===== src/rtl/password_checker_pkg.sv =====
// Shared definitions for the password checker slice.
//   - keypad code constants (clear key, digit range)
//   - FSM state encoding
//   - is_digit helper used to classify incoming key codes
package password_checker_pkg;

    localparam int unsigned KEY_CLEAR     = 12;  // 4'hC
    localparam int unsigned KEY_DIGIT_MAX = 9;   // digits are 0..9

    typedef enum logic [2:0] {
        StIdle    = 3'd0,
        StCollect = 3'd1,
        StCheck   = 3'd2,
        StResOk   = 3'd3,
        StResErr  = 3'd4,
        StLock    = 3'd5
    } state_e;

    function automatic logic is_digit(input int unsigned code);
        return code <= KEY_DIGIT_MAX;
    endfunction

endpackage


===== src/rtl/password_timer.sv =====
// Inter-key idle timer.
//   clk     in  system clock
//   rst     in  synchronous active-high reset
//   load    in  restart count from zero (an accepted key)
//   enable  in  count while an attempt is being collected
//   expire  out count has reached TIMEOUT_CYC-1
module password_timer
    import password_checker_pkg::*;
#(
    parameter int unsigned TIMEOUT_CYC = 1000
) (
    input  logic clk,
    input  logic rst,
    input  logic load,
    input  logic enable,
    output logic expire
);

    localparam int unsigned CntW = (TIMEOUT_CYC > 2) ? $clog2(TIMEOUT_CYC) : 1;
    localparam logic [CntW-1:0] CntMax = CntW'(TIMEOUT_CYC - 1);

    logic [CntW-1:0] cnt_q;

    always_ff @(posedge clk) begin
        if (rst || load) begin
            cnt_q <= '0;
        end else if (enable && !expire) begin
            cnt_q <= cnt_q + 1'b1;
        end
    end

    // Depends on the register only, so the FSM can read it without a comb loop.
    assign expire = (cnt_q == CntMax);

endmodule


===== config.mk =====
export PLATFORM = sky130hd
export DESIGN_NAME = password_timer
export DESIGN_NICKNAME = d
export VERILOG_FILES = /design/src/rtl/password_checker_pkg.sv /design/src/rtl/password_timer.sv
export SDC_FILE = /design/constraint.sdc
export NUM_CORES = 1
export LEC_CHECK = 0
export BUFFER_PORTS_ARGS = -buffer_cell sky130_fd_sc_hd__buf_2
export CORE_AREA = 2 2 39 41
export CTS_CLUSTER_DIAMETER = 40
export DETAILED_ROUTE_END_ITERATION = 8
export DIE_AREA = 0 0 41 43
export PLACE_DENSITY = 0.7
export SLEW_MARGIN = 20
export SYNTH_ARGS = -nofsm -noshare
export SYNTH_HDL_FRONTEND = slang
export SYNTH_SLANG_ARGS = --single-unit
export TNS_END_PERCENT = 5

===== constraint.sdc =====
create_clock -name clk -period 2.8 [get_ports clk]
set_clock_uncertainty 0.1 [all_clocks]
set_input_delay 0.14 -clock clk [delete_from_list [all_inputs] [get_ports clk]]
set_output_delay 0.14 -clock clk [all_outputs]
set_load 0.05 [all_outputs]

==> results of run 1 <==
[cell usage in the layout (no fill, tap or decap), types with 2 or more instances in the layout]
master,instances
a21oi_1,6
clkbuf_4,3
o31ai_1,3
o211ai_1,2
nor4b_1,2
nor3_1,2
buf_2,4
dfxtp_1,10
or2_2,2
inv_1,3
o21ai_0,3
nand2_1,2
or4_1,3
or3_1,2
nand4_1,2
nor2_1,2
nand3_1,5
[cells by family after synthesis]
logic type	synth area share [%]
buffers and inverters	3.60
AND/OR/NAND/NOR	34.0
XOR/XNOR	1.58
adder cells (fa/ha/maj)	2.25
flip-flops	36.0
AO/OA/AOI/OAI	22.5
[power by group]
part | leakage, nW | internal [mW] | switching (mW)
Combinational | 0.0867 | 0.00697 | 0.00999
Sequential | 0.0808 | 0.145 | 0.00315
Clock | 0.0138 | 0.0496 | 0.0475
Total | 0.181 | 0.201 | 0.0606
[path summary, 6_finish.rpt]
path                 start  endpoint  slack [ns]  cells after the start
setup / recovery  cnt_q[0]    expire        0.98                      4
hold reg to reg   cnt_q[9]  cnt_q[9]        0.39                      2
hold / removal         rst  cnt_q[6]        0.13                      3
setup reg to reg  cnt_q[0]  cnt_q[8]        1.22                      4
[metrics by stage]
step / cells / util, % / area (um^2)
2_1_floorplan: 64 / - / 556
3_3_place_gp: 82 / 42.4 / 587
3_5_place_dp: 82 / 42.4 / 587
4_1_cts: 85 / 44.0 / 609
5_1_grt: 85 / 44.0 / 609
6_report: 85 / 44.0 / 609
[tightest hold or removal path, cell delays in order]
cell     delay, ns
buf_2         0.13
or3_1         0.11
o41ai_1       0.06
[metal layers]
layer	global-route usage (%)	wire, um	vias up
li1	-	-	267
met1	25.1	561	241
met2	25.6	604	5
met3	1.57	17	0
met4	10.0	0	0
met5	0	0	-
[cell usage after synthesis (all sizes together) (2+ instances only)]
master  count
dfxtp      10
a21oi       6
nand3       6
o21ai       4
inv         3
nand4       3
o31ai       3
or3         3
or4         3
nand2       2
nor2        2
nor3        2
nor4b       2
o211ai      2
or2         2
[area by class of cell]
class,count,area (um^2)
Fill cell,141,774
Multi-Input combinational cell,49,335
Sequential cell,10,200
Clock buffer,3,22.5
Timing Repair Buffer,4,20.0
Tap cell,16,20.0
Inverter,3,11.3
==> metrics, run 1 <==
Num CTS Buffers 3; Root Driver clkbuf_4; largest net degree at the start of global routing 11; Die ar. 1760 um^2; Setup CP Type reg -> out; clock latency on the worst-skew pair 0.26 ns; Slew HR 75.8%; Layout area overhead 9.68%; FP Rows 14; peak supply drop 201 uV; CP Cell Sequence ha_1 > inv_1 > nor3_1 > buf_2; WP data required 2.56 ns; min Tclk post-route 1.82 ns; max reg flops 10; via count 513; setup ws final 0.983 ns; Layout Nets 76; CTS tree done; Top delay family on crit path buffers and inverters; hold slack 0.133 ns; Synth Warn # 0; Syn Area/Cell 8.68 um^2; cts hold-fix bufs 0; antenna violations before repair 0; Synth area leader dfxtp_1; Buf/Inv on CP 2; number of global-route vias before repair 497; number of diodes 0; Largest Register cnt_q; fmax 0.550 GHz; Seq/Total Area, Yosys 36.0%; most area-consuming cells after synthesis dfxtp_1, a21oi_1, nand3_1; htree depth 1; Synth Net Count 69; Worst Hold Class in -> reg; Bufs on Longest Clock Path 2; share of layout cells above drive strength 1 18.8%; clk sinks 10; status finished clean; Initial Util 40.1%; routability cong. 0.740; power density cells 430 nW/um^2; Worst path slowest cell dfxtp_1; CP startpoint kind register; Top FF cell, synth dfxtp_1; final setup fails 0; total core area 1380 um^2; period utilization 64.9%; share of Yosys cell area claimed by the top area cell type 36.0%; TNS Setup 0 ns; global-route wire length before repair 2.18 mm; port bufs 4; final hold viol count 0; Post-Synthesis Cell Area 556 um^2; Remaining DRCs 0; crit path DAT 1.58 ns; Worst Setup End Kind primary output; Worst-Margin Slew 0.358 ns; post-CTS sizing 0; async set or reset register ratio after synthesis 0%; total gr overflow 0; total track usage 17.8%; leakage 0.181 nW; HPWL after detailed placement 870 um; Crit Path Max Fanout 6; Die X 41 um; Slew Viols, Final 0; DR iter-0 viols 9; flops & latches, synth 10; max_cap viols 0; RSZ-0062 raised after global routing false; die height 43 um; post-CTS setup repair buffer count 0; Tot Pwr 0.262 mW; Cell variety after synth 30; Clock transition at path regs 0.06 ns; wire length per cell 13.9 um; dpl ws 1.25 ns; Post-synth EDFFs 0; vias per cell 6.04; Top Registers cnt_q: 10 flops; CP peak stage delay 0.41 ns; post-route ant nets 0; WL final 1.18 mm; Pre-Repair DR Iteration Count 4; I/O pins 5; Post-Synthesis Cells 64
Note: power is estimated with default switching activity, not from simulation.
==> run 2, diff against run 1 <==
Settings changed: ABC_AREA set to 1, PLACE_DENSITY 0.7 to 0.76.
Clock period 2.8 ns to 1.5 ns, I/O delays scaled along.
==> run 2 against run 1 <==
- sequential power increased by 83%
- via count increased by 8.8%
- die area unchanged
- total power increased by 87%
- synthesized cell count increased by 31%
- register-to-register slack got worse by 1.1 ns
- sequential cell count unchanged
- setup slack got worse by 0.91 ns
- synthesized area increased by 8.1%
- routed wire length decreased by 0.42%
- largest cell class unchanged
==> metrics, run 2 <==
Comb pwr share 7.3% (was 6.5%); Pint 0.375 mW (was 0.201 mW); peak supply drop 534 uV (was 201 uV); most common cell after layout, fill and taps aside nand2_1 (was dfxtp_1); status finished clean (unchanged); Die ar. 1760 um^2 (unchanged); CTS tree done (unchanged); Die X 41 um (unchanged); total gr overflow 0 (unchanged); clock latency on the worst-skew pair 0.26 ns (about the same); Post-synth EDFFs 0 (unchanged); sw frac 23.2% (about the same); Worst path slowest cell dfxtp_2 (was dfxtp_1); placed cell count 106 (was 82); period utilization 95.3%; Cell variety after synth 20 (was 30); Post-Synthesis Cells 84 (was 64); TNS Setup 0 ns (unchanged); port bufs 4 (unchanged); Buf/Inv on CP 2 (unchanged); async set or reset register ratio after synthesis 0% (unchanged); Slew HR 75.6% (was 75.8%); dpl cell area 656 um^2 (was 587 um^2); Clock transition at path regs 0.07 ns (was 0.06 ns); fmax 0.699 GHz; power density cells 669 nW/um^2 (was 430 nW/um^2); FP Rows 14 (unchanged); Worst Setup End Kind register (was primary output); most area-consuming cells after synthesis dfxtp_1, nand2_1, nor2_1 (was dfxtp_1, a21oi_1, nand3_1); flops & latches, synth 10 (unchanged); Remaining DRCs 0 (unchanged); clk sinks 10 (unchanged); CP startpoint kind register (unchanged); Synth area leader dfxtp_1 (unchanged); post-route ant nets 0 (unchanged); Tot Pwr 0.488 mW (was 0.262 mW); number of diodes 0 (unchanged); min Tclk post-route 1.43 ns; vias per cell 4.94 (was 6.04); via count 558 (was 513); largest net degree at the start of global routing 9 (was 11); Syn Area/Cell 7.15 um^2 (was 8.68 um^2); Top Registers cnt_q: 10 flops (unchanged); antenna violations before repair 0 (unchanged); cts hold-fix bufs 0 (unchanged); I/O pins 5 (unchanged); Setup CP Type reg -> reg (was reg -> out); Worst R2R Setup Slack 0.07 ns (was 1.22 ns); clock share of power 37.2% (was 37.1%); setup ws final 0.0700 ns (was 0.983 ns); Seq/Total Area, Yosys 33.3% (was 36.0%); Crit Path Max Fanout 8 (was 6); Initial Util 43.4% (was 40.1%); CP peak stage delay 0.36 ns (was 0.41 ns); DR iter-0 viols 26 (was 9); Worst R2R End cnt_q[0] (was cnt_q[8]); total track usage 15.9% (was 17.8%); Largest Register cnt_q (unchanged); CP Cell Sequence ha_4 > nand2_2 > nor2_4 > nand3_4 > buf_4 > nand2_8 > inv_6 > nor2_1 > nor2_1 (was ha_1 > inv_1 > nor3_1 > buf_2); die height 43 um (unchanged); leakage 0.289 nW (was 0.181 nW); max reg flops 10 (unchanged); Slew Viols, Final 0 (unchanged); share of Yosys cell area claimed by the top area cell type 33.3% (was 36.0%); final setup fails 0 (unchanged); Bufs on Longest Clock Path 2 (unchanged); global-route wire length before repair 1.90 mm (was 2.18 mm); RSZ-0062 raised after global routing false (unchanged); wire length per cell 10.4 um (was 13.9 um); reg2reg start cnt_q[0] (unchanged); Worst-Margin Slew 0.365 ns (was 0.358 ns); Worst Hold Class in -> reg (unchanged); most frequent cells in the layout nand2_1, nor2_1, dfxtp_1, nand3_1, buf_4 (was dfxtp_1, a21oi_1, nand3_1, buf_2); final hold viol count 0 (unchanged); dpl ws 0.0332 ns (was 1.25 ns); cells on worst reg2reg path 9 (was 4); Pre-Repair DR Iteration Count 4 (unchanged); crit path DAT 1.48 ns (was 1.58 ns); most frequent cell after synthesis nand2_1 (was dfxtp_1); worst hold endpoint cnt_q[9] (was cnt_q[6]); Layout Nets 104 (was 76); Top delay family on crit path simple AND/OR/NAND/NOR gates (was buffers and inverters); Synth Net Count 89 (was 69); Top FF cell, synth dfxtp_1 (unchanged); power share of the sequential group 55.5% (was 56.4%); Synth Warn # 0 (unchanged); number of global-route vias before repair 472 (was 497); design area 729 um^2 (was 609 um^2); Final Util 52.7% (was 44.0%); routability cong. 0.788 (was 0.740); WL final 1.18 mm (about the same); Net Sw Power 0.113 mW (was 0.0606 mW); Post-Synthesis Cell Area 601 um^2 (was 556 um^2); total core area 1380 um^2 (unchanged); htree depth 1 (unchanged); Hold Crit Depth 4 (was 3); max_cap viols 0 (unchanged); CP dominant cell by count nor2_1; Num CTS Buffers 3 (unchanged); Synth top cells by count nand2_1, nor2_1, dfxtp_1 (was dfxtp_1, a21oi_1, nand3_1); hold slack 0.0209 ns (was 0.133 ns); Root Driver clkbuf_4 (unchanged); Hold Crit Start rst (unchanged); Non-Filler Instances 113 (was 85); Critical Path Start cnt_q[0] (unchanged); HPWL after detailed placement 840 um (was 870 um); share of layout cells above drive strength 1 29.9% (was 18.8%); Layout area overhead 21.5% (was 9.68%); WP data required 1.55 ns (was 2.56 ns)
-- run 2: cell count changes after synthesis, moves of 2 or more --
cell,delta
o211ai_1,-2
inv_1,+3
nor4b_1,-2
nand2_2,+5
nor2_4,+2
nand2_1,+17
or2_2,-2
o21ai_0,-2
o31ai_1,-3
nor2_1,+12
or3_1,-2
or4_1,-3
xor2_1,+3
-- run 2: cell type report --
type | instances | area [um^2]
Fill cell | 136 | 654
Inverter | 9 | 38.8
Multi-Input combinational cell | 65 | 374
Clock buffer | 3 | 22.5
Sequential cell | 10 | 203
Tap cell | 16 | 20.0
Timing Repair Buffer | 10 | 71.3
-- run 2: kinds of logic after synthesis --
logic type / Yosys count / share of synthesized area (%)
adders and majority gates: 1 / 2.08
DFF: 10 / 33.3
AOI/OAI and AO/OA: 6 / 5.00
xor gates and xnor gates: 5 / 7.29
and+or+nand+nor: 53 / 45.8
buffers and inverters: 9 / 6.46
-- run 2: how the worst max path moves through the flow --
stage / end / slack (ns) / depth (start not counted)
2_1_floorplan: expire / 0.08 / 5
3_3_place_gp: cnt_q[1] / 0.10 / 8
3_5_place_dp: cnt_q[0] / 0.03 / 8
4_1_cts: expire / 0.007 / 6
5_1_grt: cnt_q[0] / 0.006 / 10
6_report: cnt_q[0] / 0.07 / 9
-- run 2: per-layer routing --
layer	wire [um]	vias to the layer above	GRT usage, %
li1	-	294	-
met1	562	252	21.5
met2	568	9	22.2
met3	30	3	4.71
met4	17	0	8.00
met5	0	-	0
-- run 2: power by group through the flow --
stage	clock network, mW	registers (mW)	logic, mW
2_1_floorplan	0	0.276	0.0183
3_5_place_dp	0	0.276	0.0298
5_1_grt	0.200	0.271	0.0387
4_1_cts	0.185	0.271	0.0298
3_3_place_gp	0	0.276	0.0287
6_report	0.182	0.271	0.0354
-- run 2: worst register-to-register path, cell delays in order, from the launching register on --
cell,delay [ns]
dfxtp_2,0.36
ha_4,0.14
nand2_2,0.08
nor2_4,0.13
nand3_4,0.08
buf_4,0.16
nand2_8,0.08
inv_6,0.05
nor2_1,0.09
nor2_1,0.05
-- run 2: what timing repair did --
item / CTS / global route
buffers inserted: 2 / 2
endpoints found under the setup margin: 1 / 10
cloned: 0 / 0
pin swaps: 1 / 1
gates resized for setup: 3 / 4
